[src/rtl/csa4.sv]
`default_nettype none
// ============================================================================
//  Module   : csa4
//  Summary  : 4-bit carry-select adder, two 2-bit blocks, registered result.
//  Revision : 1.0  initial release
// ============================================================================
module csa4 (
    input  logic       clk,
    input  logic       rst_n,
    input  logic [3:0] a,
    input  logic [3:0] b,
    input  logic       in_valid,
    output logic [3:0] sum,
    output logic       cout,
    output logic       out_valid
);

    // The adder has no external carry-in, so the low block always selects cin=0.
    localparam logic c_lo_sel = 1'b0;

    // Full adder primitive, returns {carry_out, sum}.
    function automatic logic [1:0] fa(input logic x, input logic y, input logic ci);
        logic s;
        logic co;
        s  = x ^ y ^ ci;
        co = (x & y) | (ci & (x ^ y));
        return {co, s};
    endfunction

    function automatic logic mux2(input logic sel, input logic d0, input logic d1);
        return sel ? d1 : d0;
    endfunction

    logic [3:0] sum0;
    logic [3:0] sum1;
    logic       c1;
    logic       cout0_0;
    logic       cout0_1;
    logic       cout1_0;
    logic       cout1_1;

    logic       w_k0_lo;
    logic       w_k1_lo;
    logic       w_k0_hi;
    logic       w_k1_hi;
    logic [3:0] sum_c;
    logic       cout_c;

    // Low block: two-bit ripples for cin=0 and cin=1.
    assign {w_k0_lo, sum0[0]} = fa(a[0], b[0], 1'b0);
    assign {cout0_0, sum0[1]} = fa(a[1], b[1], w_k0_lo);
    assign {w_k1_lo, sum1[0]} = fa(a[0], b[0], 1'b1);
    assign {cout0_1, sum1[1]} = fa(a[1], b[1], w_k1_lo);

    // High block: two-bit ripples for cin=0 and cin=1.
    assign {w_k0_hi, sum0[2]} = fa(a[2], b[2], 1'b0);
    assign {cout1_0, sum0[3]} = fa(a[3], b[3], w_k0_hi);
    assign {w_k1_hi, sum1[2]} = fa(a[2], b[2], 1'b1);
    assign {cout1_1, sum1[3]} = fa(a[3], b[3], w_k1_hi);

    generate
        for (genvar i = 0; i < 2; i++) begin : g_lo_sel
            assign sum_c[i] = mux2(c_lo_sel, sum0[i], sum1[i]);
        end
    endgenerate

    assign c1 = mux2(c_lo_sel, cout0_0, cout0_1);

    generate
        for (genvar i = 2; i < 4; i++) begin : g_hi_sel
            assign sum_c[i] = mux2(c1, sum0[i], sum1[i]);
        end
    endgenerate

    assign cout_c = mux2(c1, cout1_0, cout1_1);

    // Output register stage.
    logic [3:0] sum_d;
    logic [3:0] sum_q;
    logic       cout_d;
    logic       cout_q;
    logic       out_valid_d;
    logic       out_valid_q;

    always_comb begin
        sum_d       = sum_q;
        cout_d      = cout_q;
        out_valid_d = in_valid;
        if (in_valid) begin
            sum_d  = sum_c;
            cout_d = cout_c;
        end
    end

    always_ff @(posedge clk or negedge rst_n) begin
        if (!rst_n) begin
            sum_q       <= 4'd0;
            cout_q      <= 1'b0;
            out_valid_q <= 1'b0;
        end else begin
            sum_q       <= sum_d;
            cout_q      <= cout_d;
            out_valid_q <= out_valid_d;
        end
    end

    assign sum       = sum_q;
    assign cout      = cout_q;
    assign out_valid = out_valid_q;

endmodule
`default_nettype wire

[config.mk]
export PLATFORM = sky130hd
export DESIGN_NAME = csa4
export DESIGN_NICKNAME = d
export VERILOG_FILES = /design/src/rtl/csa4.sv
export SDC_FILE = /design/constraint.sdc
export NUM_CORES = 1
export LEC_CHECK = 0
export CAP_MARGIN = 20
export CORE_AREA = 2 2 39 41
export DETAILED_ROUTE_END_ITERATION = 8
export DIE_AREA = 0 0 41 43
export GPL_ROUTABILITY_DRIVEN = 0
export PLACE_DENSITY = 0.59
export REMOVE_ABC_BUFFERS = 1
export SLEW_MARGIN = 40
export SYNTH_ARGS = -nofsm -noshare
export SYNTH_HDL_FRONTEND = slang
export SYNTH_SLANG_ARGS = --single-unit
[constraint.sdc]
create_clock -name clk -period 1.24 [get_ports clk]
set_clock_uncertainty 0.1 [all_clocks]
set_input_delay 0.124 -clock clk [delete_from_list [all_inputs] [get_ports clk]]
set_output_delay 0.124 -clock clk [all_outputs]
set_load 0.05 [all_outputs]
; ---- Word-level counts from Yosys, hierarchy flattened
; Index checks and enable logic that the tools add are counted.
[classes]
n_bitwise = 19
mux = 3
[op_table]
columns = operator, count
row1 = 1-bit bitwise AND, 7
row2 = 1-bit bitwise XOR, 7
row3 = 1-bit OR, 4
row4 = 1-bit 2-to-1 mux, 3
row5 = 1-bit NOT, 1
[word_totals]
ff_bits = 6

; ---- Depth between registers and ports, before layout
[logic_depth]
word_depth = 5
mapped_depth = 6
ltp_nobuf = 6

; ---- Worst setup path after synthesis
; Ideal clock, no wire load.
[synth_path]
kind = input to register
from = input port a[0]
to = register sum_q[3] (netlist: sum[3])
n_path_buf = 0
path_stages = 5
required_time_ns = 1.061
setup_ns = 0.079
arrival_ns = 1.440
setup_slack_ns = -0.380
cell_sequence = ha_1 -> fa_1 -> mux2i_1 -> fa_1 -> mux2i_1
[synth_between]
elab_chain_len = 4
[synth_lines]
columns = element, line_no
row1 = start: declaration, 10  ; input logic [3:0] a,
row2 = 1-bit bitwise AND, n/a
row3 = 1-bit bitwise AND, 26  ; co = (x & y) | (ci & (x ^ y));
row4 = 1-bit OR, 26
row5 = 1-bit 2-to-1 mux, 31  ; return sel ? d1 : d0;
row6 = end signal: assignment, 101  ; sum_q <= sum_d;
row7 = end: declaration, 79  ; logic [3:0] sum_q;
; Every way passes these cells.
; A chain may end at the register's enable or synchronous reset.

; ---- Worst setup path after layout
[layout_path]
from = input port b[0]
to = register sum_q[3] (netlist: sum[3])
[layout_between]
elab_chain_len = 4
[layout_lines]
columns = element, line_no
row1 = start: declaration, 11  ; input logic [3:0] b,
row2 = 1-bit bitwise AND, n/a
row3 = 1-bit bitwise AND, 26
row4 = 1-bit OR, 26
row5 = 1-bit 2-to-1 mux, 31
; Every way passes these cells.

==> results.md <==
- Status: finished, violations left
- Failing checks: setup timing
- Clk buf depth: 2
- Clock root buffer: clkbuf_4
- Core Box Area: 1380 µm²
- Dpl cell area: between 500 and 600 µm²
- Crit path kind: input port to register
- Max-slew violations: 0
- Netlist Area Pre-Place: 343 µm²
- Die W: 41 µm
- # fillers: roughly 130
- Worst setup margin: -0.212 ns
- Max H-tree Level: 1
- Commonest cells after routing, fill and taps aside: inv_1, dfrtp_1, buf_12, clkdlybuf4s50_1
- Avg Vias per Cell: 4.09
- Gate Count Post-Synth: 27
- Synthesized flop and latch total: 6
- Die Ht: 43 µm
- Final #Nets: 66
- CP endpoint kind: register
- Worst setup path start: b[0]
- Port-buffer cells: 16
- Total power: roughly 800 µW
- CTS tree: yes
- Crit path max fanout: 2
- WL/cell: 10.1 µm
- Final Hold Fails: 0
- LEAKAGE: 0.319 nW
- IO Pins: 17
- Worst skew pair latency: 0.24 ns
- DP HPWL: ~560 µm
- Reg2reg end: sum[1]$_DFFE_PN0P_
- Post-Layout Cell Count: 64
- Setup crit end: sum[3]$_DFFE_PN0P_
- Worst EP required: around 1.3 ns
- R2R Path Start: sum[1]$_DFFE_PN0P_
- Detailed-route via count: 262
- Seq/Total Area, Yosys: 43.8%
- Clock network power share: 21.3%
- # clock sinks: 6
- Post-route clock period utilization: 117%
- Syn Area/Cell: around 13 µm²
- Maximum vdd drop: 0.518 mV
- Die Area: 1760 µm²
- Internal power: around 530 µW
- Number of DRC markers in iteration 0: 0
- Fmax: approximately 690 MHz
- Area grow syn2layout: 84.7%
- Max Cap Viol: 0
- Worst EP arrival: 1.51 ns
- Post-synth cell types: 10
- Seq. cell area: 150 µm²
- First-pass GRT wire length: around 1000 µm
- Reg2reg setup slack: 0.34 ns
- Starting Density: between 20 and 25%
- Largest net degree at the start of global routing: 7
- Hold Path Class: input port to asynchronous set/reset pin
- Initial antenna violation count: 0
- Vias in the first global route: 255
- Combinational power share: 45.9%
- Total gr overflow: 0
- Startpoint Class: input port
- Cells after DPL: 61
- Net Sw Frac: 33.6%
- Worst-Margin Slew: 0.270 ns
- Commonest non-fill, non-tap cell in the layout: inv_1
- Multi-input logic area: 174 µm²
- Post-Route WL: 648 µm
- Overall Global Routing Usage: about a tenth
- Clock-pin slew on the worst setup and hold paths: 0.04 ns
- TritonRoute pass-1 iters: 1
- Hold_ws: 0.0264 ns
- Flop pwr share: 32.9%
- Slew Limit Headroom: 81.9%
- Final Critical Period: 1.45 ns
- Final instance area: roughly 630 µm²
- Antenna cells: 0
- Worst reg2reg path depth: 1
- Final ANT Viol Nets: 0
- DRC: 0
- Unrepaired setup endpoints after global routing: true
- Switch Pwr: ~270 µW
- Yosys warns: 0
- CTS Buf Count: 3
- # rows: 14
- Final Core Density: 45.8%
- P per Cell Area: 1270 nW/µm²
- Final Setup Violations: 2
- Layout cells sized above 1: 41.7%
-- power by group through the flow --
stage / clock (mW) / sequential [mW] / combinational [mW]
after detailed placement: 0 / 0.268 / 0.369
after floorplan: 0 / 0.359 / 0.0622
after global placement: 0 / 0.265 / 0.366
final: 0.171 / 0.264 / 0.369
after global routing: 0.195 / 0.267 / 0.392
after CTS: 0.180 / 0.265 / 0.376
-- metrics by stage --
stage	TNS, ns	setup slack, ns
6_report	-0.361	-0.212
3_3_place_gp	-2.54	-0.828
3_5_place_dp	-2.75	-0.892
5_1_grt	-0.495	-0.299
2_1_floorplan	-0.646	-0.380
4_1_cts	-0.473	-0.246
-- flip-flops by register name, summed over array words and instances (netlist names) --
register / count
sum: 4
cout: 1
out_valid: 1
-- cells by family (layout without fill, tap and decap cells) --
kind of cell / after synthesis / count (layout) / share of synthesized area (%)
buffers and inverters: 8 / 29 / 11.0
DFF: 6 / 6 / 43.8
adders and majority gates: 5 / 5 / 22.6
muxes: 5 / 5 / 17.5
AOI/OAI and AO/OA: 1 / 1 / 1.46
xor gates and xnor gates: 1 / 1 / 2.56
and+or+nand+nor: 1 / 1 / 1.09
-- worst max-delay path: stages --
cell	delay, ns
buf_6	0.09
ha_4	0.15
fa_2	0.38
mux2i_2	0.20
fa_1	0.43
mux2i_1	0.13
-- final cells by class --
class,count,share of cell area [%]
sequential,6,23.7
timing repair buffer,19,37.9
multi-input combinational,13,27.5
inverter,7,4.15
tap,16,3.16
clock buffer,3,3.56
-- metal layers --
metal | GRT usage [%] | vias up | wire [µm]
met5 | 0 | - | 0
met4 | 10.0 | 0 | 22
met3 | 5.24 | 2 | 72
met2 | 12.2 | 16 | 307
met1 | 9.93 | 121 | 246
li1 | - | 123 | -
-- cell usage after synthesis --
cell / n / area share, %
mux2_4: 2 / 8.8
buf_6: 1 / 3.3
xnor2_1: 1 / 2.6
ha_1: 3 / 11
fa_1: 2 / 12
mux2i_1: 3 / 8.8
a21oi_1: 1 / 1.5
nor2_1: 1 / 1.1
inv_1: 7 / 7.7
dfrtp_1: 6 / 44
-- repair_timing --
action | 4_1_cts | 5_1_grt
pin swaps | 3 | 1
setup endpoints to repair | 4 | 2
hold buffers | 0 | 0
resized for setup | 18 | 2
setup buffers | 0 | 0
-- worst min-delay path by stage --
stage / depth (start not counted) / to / slack (ns)
2_1_floorplan: 0 / cout$_DFFE_PN0P_ / -0.27
6_report: 1 / sum[3]$_DFFE_PN0P_ / 0.03
4_1_cts: 1 / sum[0]$_DFFE_PN0P_ / 0.02
3_5_place_dp: 1 / out_valid$_DFF_PN0_ / 0.28
3_3_place_gp: 1 / sum[1]$_DFFE_PN0P_ / 0.28
5_1_grt: 1 / sum[3]$_DFFE_PN0P_ / 0.03
Power figures use the tool's default switching activity.
